`src/rtl/alu_req_arbiter.sv`:
```
// Two-port round-robin front end for a single shared ALU.
// One operation in flight: accept, wait ALU_LAT edges, hold the result until consumed.
module alu_req_arbiter #(
   parameter int unsigned XLEN    = 32,
   parameter int unsigned OPW     = 6,
   parameter int unsigned ALU_LAT = 1
) (
   input  logic            clk_i,
   input  logic            rst_i,
   input  logic            req0_valid_i,
   output logic            req0_ready_o,
   input  logic [OPW-1:0]  req0_op_i,
   input  logic [XLEN-1:0] req0_a_i,
   input  logic [XLEN-1:0] req0_b_i,
   input  logic [4:0]      req0_shamt_i,
   output logic            rsp0_valid_o,
   input  logic            rsp0_ready_i,
   output logic [XLEN-1:0] rsp0_result_o,
   input  logic            req1_valid_i,
   output logic            req1_ready_o,
   input  logic [OPW-1:0]  req1_op_i,
   input  logic [XLEN-1:0] req1_a_i,
   input  logic [XLEN-1:0] req1_b_i,
   input  logic [4:0]      req1_shamt_i,
   output logic            rsp1_valid_o,
   input  logic            rsp1_ready_i,
   output logic [XLEN-1:0] rsp1_result_o,
   output logic [OPW-1:0]  alu_op_o,
   output logic [XLEN-1:0] alu_a_o,
   output logic [XLEN-1:0] alu_b_o,
   output logic [4:0]      alu_shamt_o,
   input  logic [XLEN-1:0] alu_result_i
);

   localparam int unsigned CW       = 3;
   localparam logic [CW-1:0] LAT_LAST = CW'(ALU_LAT - 1);

   typedef enum logic [1:0] {
      IDLE = 2'd0,
      BUSY = 2'd1,
      RESP = 2'd2
   } state_t;

   state_t            state_q, state_d;
   logic              owner_q;
   logic              rr_q;
   logic [CW-1:0]     lat_cnt_q;
   logic [XLEN-1:0]   result_q;
   logic              grant0, grant1;
   logic              accept;
   logic              rsp_hs;
   logic              lat_done;

   // Round-robin pointer only breaks ties; a lone requester always wins.
   assign grant0 = req0_valid_i && (!req1_valid_i || !rr_q);
   assign grant1 = req1_valid_i && (!req0_valid_i || rr_q);

   assign req0_ready_o = !rst_i && (state_q == IDLE) && grant0;
   assign req1_ready_o = !rst_i && (state_q == IDLE) && grant1;
   assign accept       = req0_ready_o || req1_ready_o;

   assign rsp0_valid_o  = (state_q == RESP) && !owner_q;
   assign rsp1_valid_o  = (state_q == RESP) && owner_q;
   assign rsp0_result_o = result_q;
   assign rsp1_result_o = result_q;
   assign rsp_hs        = (rsp0_valid_o && rsp0_ready_i) || (rsp1_valid_o && rsp1_ready_i);
   assign lat_done      = (state_q == BUSY) && (lat_cnt_q == LAT_LAST);

   always_ff @(posedge clk_i or posedge rst_i) begin
      if (rst_i) begin
         state_q <= IDLE;
      end else begin
         state_q <= state_d;
      end
   end

   always_comb begin
      state_d = state_q;
      unique case (state_q)
         IDLE:    if (accept)   state_d = BUSY;
         BUSY:    if (lat_done) state_d = RESP;
         RESP:    if (rsp_hs)   state_d = IDLE;
         default:               state_d = IDLE;
      endcase
   end

   // Operand launch, latency count and result capture.
   always_ff @(posedge clk_i or posedge rst_i) begin
      if (rst_i) begin
         owner_q     <= 1'b0;
         rr_q        <= 1'b0;
         lat_cnt_q   <= '0;
         result_q    <= '0;
         alu_op_o    <= '0;
         alu_a_o     <= '0;
         alu_b_o     <= '0;
         alu_shamt_o <= '0;
      end else begin
         if (accept) begin
            alu_op_o    <= grant1 ? req1_op_i    : req0_op_i;
            alu_a_o     <= grant1 ? req1_a_i     : req0_a_i;
            alu_b_o     <= grant1 ? req1_b_i     : req0_b_i;
            alu_shamt_o <= grant1 ? req1_shamt_i : req0_shamt_i;
            owner_q     <= grant1;
            rr_q        <= !grant1;
            lat_cnt_q   <= '0;
         end else if (state_q == BUSY) begin
            lat_cnt_q   <= lat_cnt_q + CW'(1);
         end
         if (lat_done) begin
            result_q    <= alu_result_i;
         end
      end
   end

endmodule

```
`config.mk`:
```
export PLATFORM = sky130hd
export DESIGN_NAME = alu_req_arbiter
export DESIGN_NICKNAME = d
export VERILOG_FILES = /design/src/rtl/alu_req_arbiter.sv
export SDC_FILE = /design/constraint.sdc
export NUM_CORES = 1
export LEC_CHECK = 0
export ABC_CLOCK_PERIOD_IN_PS = 3600
export BUFFER_PORTS_ARGS = -buffer_cell sky130_fd_sc_hd__buf_2
export CORE_ASPECT_RATIO = 0.5
export CORE_MARGIN = 10
export CORE_UTILIZATION = 34
export CTS_CLUSTER_SIZE = 28
export DETAILED_ROUTE_END_ITERATION = 10
export PLACE_DENSITY_LB_ADDON = 0.25
export SYNTH_ARGS = -nofsm -noshare
export SYNTH_HDL_FRONTEND = slang
export SYNTH_SLANG_ARGS = --single-unit
```
`constraint.sdc`:
```
create_clock -name clk_i -period 3.6 [get_ports clk_i]
set_clock_uncertainty 0.1 [all_clocks]
set_input_delay 0.54 -clock clk_i [delete_from_list [all_inputs] [get_ports clk_i]]
set_output_delay 0.54 -clock clk_i [all_outputs]
set_load 0.01 [all_outputs]
```
Yosys cells after proc, flatten, opt, wreduce, memory -nomap -nowiden --
Cells that the tools add are included.
Word-level totals: word-level logic and storage cells 49, output and inout port bits 143, bits of input ports 188, flip-flop bits (word level) 114
Operators by class: multiplexer cells 10, equal/unequal tests 5, add/subtract/negate cells 1, reduce and logical (&&, ||, !) cells 24
Operators with widths (count):
- $mux 32 | 2
- $logic_and 1x1->1 | 10
- $logic_not 1->1 | 6
- $mux 2 | 3
- $mux 3 | 2
- $mux 6 | 1
- $ne 2x2->1 const B | 3
- $pmux 2 s3 | 1
- $mux 5 | 1
- $logic_or 1x1->1 | 4
- $add 3x1->3 const B | 1
- $logic_not 3->1 | 1
- $reduce_and 3->1 | 1
- $eq 2x1->1 const B | 1
- $eq 2x2->1 const B | 1
- $logic_not 2->1 | 1
- $reduce_bool 2->1 | 1

Depth between registers and ports, before layout --
Gate-level depths: netlist of the first run.
word-level depth 7, gate-level depth with buffers 6

Least setup slack after synthesis of the first run --
Ideal clock, no wire load.
kind input to output, start input rst_i, end output req1_ready_o, arrival 1.447 ns, setup slack 1.513 ns, data required time 2.960 ns, stages on the path 3, cells stage by stage or3_4 nor3_4 buf_6
On the way: longest elaborated chain between the ends 3
RTL lines:
- start: declaration | RTL line 9 | input logic rst_i,
- $logic_not 1->1 (no source line)
- $logic_and 1x1->1 (2 in a row) | RTL line 59 | assign req1_ready_o = !rst_i && (state_q == IDLE) && grant1;
- end: declaration | RTL line 20 | output logic req1_ready_o,
Every way passes these cells.

Worst setup path in the final report of the first run --
start register state_q[0], end output req1_ready_o
On the way: longest elaborated chain between the ends 3
RTL lines:
- start: declaration | RTL line 44 | state_t state_q, state_d;
- start signal: assignment | RTL line 73 | state_q <= state_d;
- $logic_not 2->1 | RTL line 59
- $logic_and 1x1->1 (2 in a row) | RTL line 59
Every way passes these cells.

==> reports/results.ini, run 1 <==
[detailed_routing]
drc_errors = 0
wl_um = 18170
dr_wl_met2_um = 9692
first_pass_iters = 4
num_vias = 4468
ant_nets = 0
wl_met3_um = 1071
m1WireLength_um = 7200
drtIter0Drc = 198
wl_per_cell_um = 20.05
vias_per_cell = 4.932
top_layer = met4

[clock_network]
clk_latency_ns = 0.40
clk_pin_slew_ns = 0.06
post-cts-setup-buffer-count = 0
clock_path_buffers = 2
ctsHoldBuffers = 0
cts_made_buffers = 17
cts_resized = 0
cts_tree = yes
cts_num_sinks = 114
cts-root-buf = clkbuf_16
h-tree-depth = 4

[timing]
setup_tns_ns = 0
worst_pin_slew_ns = 1.252
rsz0062_at_grt = no
finalMaxSlewViolations = 0
finalHoldViolations = 0
setup_viol = 0
relSlewSlack = 0.1625
period_share = 0.7331
clock.fmax_mhz = 378.9
fin_crit_ns = 2.639

[critical_path]
end_kind = output pin
arrival_ns = 2.00
rr_startpoint = state_q[1]
start_kind = flop
critical-path-top-delay-family = simple AND/OR/NAND/NOR gates
startpoint = state_q[0]
timing.rr.end = rsp0_result_o[25]
timing.critical_path.buf_inv = 2
cpPeakStageDelay_ns = 0.44
cp_cell_sequence = or3_4 -> nor3_4 -> buf_4 -> buf_2
r2r_slack_ns = 1.40
worstPathMaxFanout = 30
cp.required_ns = 2.96
crit_type = flop to output pin
r2r_cells = 4
cp_slowest_cell = or3_4

[grt]
grt_pass1_wl_um = 27950
grt_pass1_vias = 4824
grt-ovfl-total = 0
antenna_found_initial = 1
grt_use_total = 0.1663
grt_max_degree = 66

[logic_synthesis]
ys_ff_latch = 114
synthTopCellsByCount = dfrtp_1, a221o_1, and3_1
ys_types = 34
yosys_warnings = 0
ys_async_sr_fraction = 1.000
yosys-top-cells-area = dfrtp_1, a221o_1, mux2_2, and3_1, a2bb2oi_1
synth_area_um2 = 5152
synth_edf_count = 0
synth-seq-area-share = 0.5537
synth_top_area_frac = 0.5537
synth_top_area_cell = dfrtp_1
netlist_instances = 402
syn_avg_cell_area_um2 = 12.82
synth_fp_nets = 592
synth_top_flop_cell = dfrtp_1
synth_most_common_cell = dfrtp_1

[placed_design]
gp_congestion = 0.7903
port_buffers = 330
dp_hpwl_um = 13620

[outcome]
status = completed

[cells_and_area]
drive_gt1_frac = 0.5856
fin_nets = 884
syn_to_final_growth_pct = 43.39
regArea_um2 = 2853
nFillCells = 1357
multiInputGateArea_um2 = 1878

[floorplanning]
core_um2 = 14660
rows = 31
initial_core_util = 0.3514
fp.dieArea_um2 = 20780
die_w_um = 194.1
die_y_um = 107.0
num_io_pins = 331

[flow_run]
cap_violations = 0

[pwr]
p_per_area_nw_per_um2 = 912.8
totalPowerFinal_mw = 6.744
vdd_drop_max_v = 0.0003496
power_leakage_nw = 3.809

[hold_path]
hold_class = primary input to asynchronous set/reset pin

## stage by stage
step | area (um^2) | setup WS, ns | util | cells | hold slack (ns)
floorplan | 5156 | 1.513 | - | 402 | 0.4025
global placement | 6768 | 1.170 | 0.4616 | 873 | 0.3832
detailed placement | 6768 | 1.152 | 0.4616 | 873 | 0.3923
CTS | 7386 | 0.9413 | 0.5038 | 905 | 0.1851
global route | 7388 | 0.8847 | 0.5039 | 906 | 0.1912
finish | 7388 | 0.9608 | 0.5039 | 906 | 0.1735
## flip-flops by register name, summed over array words and instances (netlist names)
| name | cells |
|---|---|
| alu_op_o | 6 |
| owner_q | 1 |
| state_q | 2 |
| lat_cnt_q | 3 |
| rsp0_result_o | 32 |
| alu_a_o | 32 |
| alu_shamt_o | 5 |
| alu_b_o | 32 |
| rr_q | 1 |
## tightest hold or removal path, delay by kind of cell
| family | cells | cell delay (ns) |
|---|---|---|
| buf+inv | 3 | 0.53 |
## power by group
part | leakage (nW) | switching [mW] | internal [mW] | total, mW
clock | 0.287 | 0.619 | 1.12 | 1.73
combinational | 2.17 | 1.39 | 1.33 | 2.72
sequential | 1.35 | 0.381 | 1.91 | 2.29
## final cells by class
type,count,area share
clock inverters,10,0.01677
flip-flops and latches,114,0.3861
clock buffers,22,0.06689
multi-input cells,213,0.2542
well taps,198,0.03353
repair buffers,341,0.2381
inverters,7,0.004064
diodes,1,0.0003387
## cell families after synthesis
group	Yosys count	share of synthesized area
simple gates	62	0.07625
fa+ha+maj	2	0.004856
mux	34	0.07406
buf+inv	75	0.08766
compound gates	113	0.2001
xor+xnor	2	0.003400
flops	114	0.5537
## routing by layer
metal / vias to the layer above / global-route usage
met5: - / 0
met4: 0 / 0.05349
met3: 12 / 0.04633
met2: 165 / 0.2940
met1: 2166 / 0.1933
li1: 2125 / -
## worst max path at each step
| stage | slack, ns | depth (start not counted) | end |
|---|---|---|---|
| after detailed placement | 1.15 | 6 | req1_ready_o |
| after global routing | 0.88 | 4 | req1_ready_o |
| after CTS | 0.94 | 4 | req1_ready_o |
| final | 0.96 | 4 | req1_ready_o |
| after floorplan | 1.51 | 3 | req1_ready_o |
| after global placement | 1.17 | 6 | req1_ready_o |
## cell usage in the layout, fill, tap and decap left out, types with 3 or more instances in the layout
| master | synthesis | final |
|---|---|---|
| o32ai_1 | 31 | 31 |
| clkbuf_8 | 0 | 5 |
| inv_1 | 6 | 5 |
| dfrtp_1 | 114 | 114 |
| buf_4 | 35 | 9 |
| buf_2 | 7 | 330 |
| clkbuf_16 | 0 | 17 |
| a221o_1 | 44 | 44 |
| nand2_1 | 3 | 3 |
| a2bb2oi_1 | 31 | 31 |
| nor2_1 | 6 | 6 |
| and3_1 | 44 | 44 |
| mux2_2 | 31 | 31 |
| clkinvlp_4 | 0 | 6 |
No activity file was read; power rests on OpenSTA's default activity.
==> inputs of run 2 (changes only) <==
--- a/config.mk
+++ b/config.mk
@@ -5,7 +5,7 @@
 export SDC_FILE = /design/constraint.sdc
 export NUM_CORES = 1
 export LEC_CHECK = 0
-export ABC_CLOCK_PERIOD_IN_PS = 3600
+export ABC_CLOCK_PERIOD_IN_PS = 2800
 export BUFFER_PORTS_ARGS = -buffer_cell sky130_fd_sc_hd__buf_2
 export CORE_ASPECT_RATIO = 0.5
 export CORE_MARGIN = 10
==> constraint.sdc (replaced) <==
create_clock -name clk_i -period 2.8 [get_ports clk_i]
set_clock_uncertainty 0.1 [all_clocks]
set_input_delay 0.42 -clock clk_i [delete_from_list [all_inputs] [get_ports clk_i]]
set_output_delay 0.42 -clock clk_i [all_outputs]
set_load 0.01 [all_outputs]
==> run 2 against run 1 <==
Clock power increased by 36%; register-to-register slack got worse by 0.77 ns; via count rose by 2.0%; critical path depth is 1 lower; utilization grew 0.37 points; final cell count unchanged; global-route usage about the same; combinational power rose by 29%; routed wire length is 0.51% higher; non-clock buffer count up 1; largest power group unchanged; highest routed layer unchanged; final area increased by 0.73%; sequential cell count is the same.
==> reports/results.ini, run 2 (synthesized netlist as in run 1, its figures left out) <==
[critical_path]
timing.rr.end = rsp0_result_o[24]
cp.required_ns = 2.28  ; -0.68 ns
arrival_ns = 1.66  ; -0.34 ns
r2r_cells = 4  ; unchanged
worstPathMaxFanout = 5  ; -83%
crit_type = flop to output pin
r2r_slack_ns = 0.63  ; -0.77 ns
rr_startpoint = state_q[1]
start_kind = flop
end_kind = output pin

[pwr]
p_per_area_nw_per_um2 = 1184  ; +30%
pwr-share-seq = 0.333  ; -0.006
internal_power_mw = 5.749  ; +32%
p_comb_frac = 0.399  ; -0.005
vdd_drop_max_v = 0.0004645  ; +33%
p_sw_mw = 3.066  ; +28%
power_leakage_nw = 3.837  ; +0.75%
swShare = 0.3478  ; -0.007190
power_frac_clock = 0.267  ; +0.010

[detailed_routing]
vias_per_cell = 5.029  ; +2.0%
ant_nets = 0  ; unchanged
drtIter0Drc = 237  ; +20%
drc_errors = 0  ; unchanged
wl_um = 18260  ; +0.51%
num_vias = 4556  ; +2.0%
wl_per_cell_um = 20.15  ; +0.51%
first_pass_iters = 4  ; unchanged

[cells_and_area]
final_cell_mix = buf_2, dfrtp_1, and3_1, a221o_1
multiInputGateArea_um2 = 1878  ; unchanged
fin_nets = 885  ; +0.11%
drive_gt1_frac = 0.5833  ; -0.002240
design_area_um2 = 7442  ; +0.73%
diodes = 0  ; -1
final_common_cell = buf_2
syn_to_final_growth_pct = 44.44
utilization = 0.5076  ; +0.003669
nFillCells = 1353  ; -0.29%
regArea_um2 = 2853  ; unchanged

[timing]
finalHoldViolations = 0  ; unchanged
setup_viol = 0  ; unchanged
worst_pin_slew_ns = 0.7143  ; -0.5372 ns
finalMaxSlewViolations = 0  ; unchanged
fin_crit_ns = 2.184
setup_tns_ns = 0  ; unchanged
clock.fmax_mhz = 457.8
relSlewSlack = 0.5238  ; +0.3613
rsz0062_at_grt = no
period_share = 0.7801

[clock_network]
cts_made_buffers = 17  ; unchanged
h-tree-depth = 4  ; unchanged
cts-root-buf = clkbuf_16
clk_latency_ns = 0.39  ; about the same
ctsHoldBuffers = 0  ; unchanged
clk_pin_slew_ns = 0.05  ; about the same
cts_resized = 0  ; unchanged
clock_path_buffers = 2  ; unchanged
cts_tree = yes
cts_num_sinks = 114  ; unchanged
post-cts-setup-buffer-count = 0  ; unchanged

[floorplanning]
die_w_um = 194.1  ; unchanged
core_um2 = 14660  ; unchanged
fp.dieArea_um2 = 20780  ; unchanged
num_io_pins = 331  ; unchanged
initial_core_util = 0.3514  ; unchanged
die_y_um = 107.0  ; unchanged
rows = 31  ; unchanged

[grt]
grt_use_total = 0.1666  ; +0.0003029
grt_pass1_wl_um = 28310  ; +1.3%
antenna_found_initial = 0  ; -1
grt_max_degree = 76  ; +15%
grt-ovfl-total = 0  ; unchanged
grt_pass1_vias = 4950  ; +2.6%

[placed_design]
gp_congestion = 0.7690  ; -2.7%
dp_hpwl_um = 13900  ; +2.0%
placed_cell_area_um2 = 6800  ; +0.48%
port_buffers = 330  ; unchanged

[hold_path]
hold_class = primary input to asynchronous set/reset pin

[outcome]
status = completed

[flow_run]
cap_violations = 0  ; unchanged

## run 2: how the worst max path moves through the flow
| stage | from | to | slack [ns] | cells after the start |
|---|---|---|---|---|
| after detailed placement | state_q[1] | rsp0_result_o[30] | 0.60 | 4 |
| after CTS | state_q[1] | rsp0_result_o[16] | 0.58 | 4 |
| after global routing | state_q[1] | rsp0_result_o[30] | 0.51 | 4 |
| after floorplan | rst_i | alu_a_o[0] | 0.89 | 1 |
| after global placement | state_q[1] | rsp0_result_o[31] | 0.67 | 4 |
| final | state_q[0] | req1_ready_o | 0.62 | 3 |
## run 2: cell type report
cell class              count  share of cell area
well taps                 198             0.03329
flip-flops and latches    114              0.3833
repair buffers            342              0.2408
inverters                   7            0.004035
clock buffers              19             0.05817
multi-input cells         213              0.2524
clock inverters            13             0.02808
## run 2: power groups by stage
stage | Combinational [mW] | Sequential (mW) | Clock [mW]
2_1_floorplan | 1.94 | 3.28 | 0
3_3_place_gp | 3.55 | 2.93 | 0
3_5_place_dp | 3.60 | 2.96 | 0
4_1_cts | 3.61 | 2.94 | 2.42
5_1_grt | 3.81 | 3.05 | 2.50
6_report | 3.52 | 2.94 | 2.36
## run 2: per-stage QoR
step,setup WS [ns],total power [mW],hold WS (ns),cells
6_report,0.6158,8.815,0.04240,906
2_1_floorplan,0.8946,5.213,0.4025,402
5_1_grt,0.5070,9.357,0.08270,906
3_3_place_gp,0.6704,6.482,0.3882,874
4_1_cts,0.5835,8.972,0.05034,906
3_5_place_dp,0.6016,6.558,0.3936,874
## run 2: critical path, cell delays in order (launching register included)
cell and delay, ns:
dfrtp_1 0.44, or3_4 0.44, nor3_4 0.22, buf_2 0.19
## run 2: per-layer routing
metal,global-route usage,routed length [um],up-vias
li1,-,-,2128
met1,0.1951,7388,2256
met2,0.3014,9740,158
met3,0.04042,962,14
met4,0.04476,167,0
met5,0,0,-
==> inputs of run 3 (changes only) <==
--- a/config.mk
+++ b/config.mk
@@ -5,7 +5,8 @@
 export SDC_FILE = /design/constraint.sdc
 export NUM_CORES = 1
 export LEC_CHECK = 0
-export ABC_CLOCK_PERIOD_IN_PS = 2800
+export ABC_AREA = 1
+export ABC_CLOCK_PERIOD_IN_PS = 2100
 export BUFFER_PORTS_ARGS = -buffer_cell sky130_fd_sc_hd__buf_2
 export CORE_ASPECT_RATIO = 0.5
 export CORE_MARGIN = 10
==> constraint.sdc (replaced) <==
create_clock -name clk_i -period 2.1 [get_ports clk_i]
set_clock_uncertainty 0.1 [all_clocks]
set_input_delay 0.315 -clock clk_i [delete_from_list [all_inputs] [get_ports clk_i]]
set_output_delay 0.315 -clock clk_i [all_outputs]
set_load 0.01 [all_outputs]
==> run 3 against run 2 <==
Hold slack gained 0.0040 ns; sequential power grew 28%; sequential share of layout area shrank 2.6 points; clock power grew 23%; synthesized cell count grew 97%; global-route usage shrank 0.73 points; worst setup slack lost 0.48 ns; power grew 27%; highest routed layer unchanged.
==> reports/results.ini, run 3 <==
[outcome]
status = completed

[timing]
finalMaxSlewViolations = 0  ; unchanged
rsz0062_at_grt = no
setup_viol = 0  ; unchanged
timing.final.ws_setup_ns = 0.1316  ; -0.4842 ns
worst_pin_slew_ns = 0.6020  ; -0.1123 ns
relSlewSlack = 0.5987  ; +0.07489
setup_tns_ns = 0  ; unchanged
clock.fmax_mhz = 508.0
fin_crit_ns = 1.968
finalHoldViolations = 0  ; unchanged
period_share = 0.9373
whs_ns = 0.04638  ; +0.003978 ns

[logic_synthesis]
synth_top_area_frac = 0.4931  ; -0.06059
synth_most_common_cell = nand2_1
synth-seq-area-share = 0.4931  ; -0.06059
synthSimpleGateAreaFrac = 0.3525  ; +0.2763
yosys-top-cells-area = dfrtp_1, nand2_1, nand3_1, buf_4, inv_1
synthTopCellsByCount = nand2_1, dfrtp_1, nand3_1
synth_fp_nets = 981  ; +66%
synth_mux_area_frac = 0  ; -0.07407
synth-xor-area-share = 0.001514  ; -0.001886
ys_async_sr_fraction = 1.000  ; unchanged
synth_top_area_cell = dfrtp_1
synth_area_um2 = 5786  ; +12%
synth_top_flop_cell = dfrtp_1
netlist_instances = 791  ; +97%
yosys_warnings = 0  ; unchanged
synth_top_family_by_area = simple AND/OR/NAND/NOR gates
synth_fa_ha_area_frac = 0.004325  ; -0.0005315
synth_compound_area_frac = 0.03439  ; -0.1657
ys_ff_latch = 114  ; unchanged
syn_avg_cell_area_um2 = 7.314  ; -43%
synth_edf_count = 0  ; unchanged
ys_types = 22  ; -35%

[grt]
antenna_found_initial = 0  ; unchanged
grt_use_total = 0.1593  ; -0.007316
grt_max_degree = 115  ; +51%
grt_pass1_vias = 5766  ; +16%
grt_pass1_wl_um = 30190  ; +6.6%
grt-ovfl-total = 0  ; unchanged

[pwr]
power_leakage_nw = 4.940  ; +29%
internal_power_mw = 6.790  ; +18%
swShare = 0.3954  ; +0.04762
p_comb_frac = 0.407  ; +0.008
totalPowerFinal_mw = 11.23  ; +27%
p_per_area_nw_per_um2 = 1408  ; +19%
p_sw_mw = 4.442  ; +45%
power_frac_clock = 0.259  ; -0.008
vdd_drop_max_v = 0.0007837  ; +69%
pwr-share-seq = 0.334  ; about the same

[floorplanning]
die_y_um = 112.2  ; +4.9%
fp.dieArea_um2 = 22950  ; +10%
core_um2 = 16520  ; +13%
num_io_pins = 331  ; unchanged
initial_core_util = 0.3503  ; -0.001122
rows = 33  ; +6.5%
die_w_um = 204.5  ; +5.4%

[clock_network]
cts_made_buffers = 17  ; unchanged
cts_tree = yes
clk_latency_ns = 0.39  ; about the same
cts_resized = 0  ; unchanged
h-tree-depth = 4  ; unchanged
post-cts-setup-buffer-count = 0  ; unchanged
clk_pin_slew_ns = 0.06  ; about the same
ctsHoldBuffers = 0  ; unchanged
cts-root-buf = clkbuf_16
clock_path_buffers = 2  ; unchanged
cts_num_sinks = 114  ; unchanged

[detailed_routing]
drtIter0Drc = 243  ; +2.5%
num_vias = 5799  ; +27%
wl_um = 19410  ; +6.3%
first_pass_iters = 4  ; unchanged
ant_nets = 0  ; unchanged
drc_errors = 0  ; unchanged
vias_per_cell = 4.420  ; -12%
wl_per_cell_um = 14.79  ; -27%

[critical_path]
start_kind = flop
end_kind = output pin
timing.critical_path.buf_inv = 3  ; +2
timing.rr.end = alu_b_o[19]
crit_type = flop to output pin
arrival_ns = 1.55  ; -0.11 ns
critical-path-top-delay-family = flip-flops
cp_cell_sequence = inv_2 -> nand2_1 -> nor2_2 -> nand2_2 -> inv_1 -> buf_2
r2r_slack_ns = 0.50  ; -0.13 ns
cp_slowest_cell = dfrtp_1
cpPeakStageDelay_ns = 0.44  ; about the same
cp.required_ns = 1.68  ; -0.60 ns
r2r_cells = 6  ; +2
rr_startpoint = state_q[1]
worstPathMaxFanout = 10  ; +5

[cells_and_area]
fin_cells = 1312  ; +45%
diodes = 0  ; unchanged
final_common_cell = nand2_1
design_area_um2 = 7980  ; +7.2%
drive_gt1_frac = 0.3548  ; -0.2285
utilization = 0.4832  ; -0.02441
final_cell_mix = nand2_1, buf_2, dfrtp_1, nand3_1, inv_1
fin_nets = 1262  ; +43%
nFillCells = 1697  ; +25%
syn_to_final_growth_pct = 37.93

[placed_design]
pre_cts_ws_ns = 0.4741  ; -0.1275 ns
placed_cell_area_um2 = 7378  ; +8.5%
dp_hpwl_um = 14650  ; +5.4%
gp_congestion = 0.8172  ; +6.3%
placed_cells = 1280  ; +46%
port_buffers = 330  ; unchanged

[hold_path]
hold_class = primary input to asynchronous set/reset pin

[flow_run]
cap_violations = 0  ; unchanged

-- run 3: tightest hold or removal path: cells and delay by family --
kind / cells / cell delay (ns)
buffers and inverters: 3 / 0.68
-- run 3: worst max-delay path by stage --
stage                  from        endpoint  slack, ns  depth (start not counted)
2_1_floorplan         rst_i     alu_b_o[14]      -0.95                          7
3_3_place_gp   req1_valid_i  alu_shamt_o[0]       0.48                          8
3_5_place_dp   req1_valid_i     alu_b_o[24]       0.47                          8
4_1_cts          state_q[1]    req0_ready_o       0.11                          6
5_1_grt          state_q[1]    req0_ready_o      0.004                          6
6_report         state_q[1]    req0_ready_o       0.13                          6
-- run 3: kinds of logic (layout without fill, tap and decap cells) --
kind of cell             Yosys count  in the layout
XOR/XNOR                           1              1
AND/OR/NAND/NOR                  511            511
AO/OA/AOI/OAI                     37             37
adder cells (fa/ha/maj)            2              2
buffers and inverters            126            420
flip-flops                       114            114
-- run 3: layout make-up --
type                            instances  area (um^2)  share of cell area
Sequential cell                       114         2853              0.3575
Multi-Input combinational cell        551         2277              0.2854
Timing Repair Buffer                  341         1784              0.2236
Clock buffer                           19        452.9             0.05676
Tap cell                              227        284.0             0.03559
Inverter                               47        180.2             0.02258
Clock inverter                         13        148.9             0.01866
-- run 3: routing by layer --
metal / routed length, um / GRT usage / vias to the layer above
met4: 299 / 0.04610 / 0
met3: 1088 / 0.04277 / 19
met5: 0 / 0 / -
met1: 7702 / 0.1794 / 2656
met2: 10320 / 0.2900 / 160
li1: - / - / 2964
-- run 3: power by group through the flow --
stage               Clock (mW)  Combinational, mW  Sequential [mW]
floorplan                    0               2.59             4.18
global placement             0               4.61             3.75
detailed placement           0               4.70             3.77
CTS                       2.99               4.70             3.76
global route              3.09               5.16             3.88
finish                    2.91               4.57             3.75
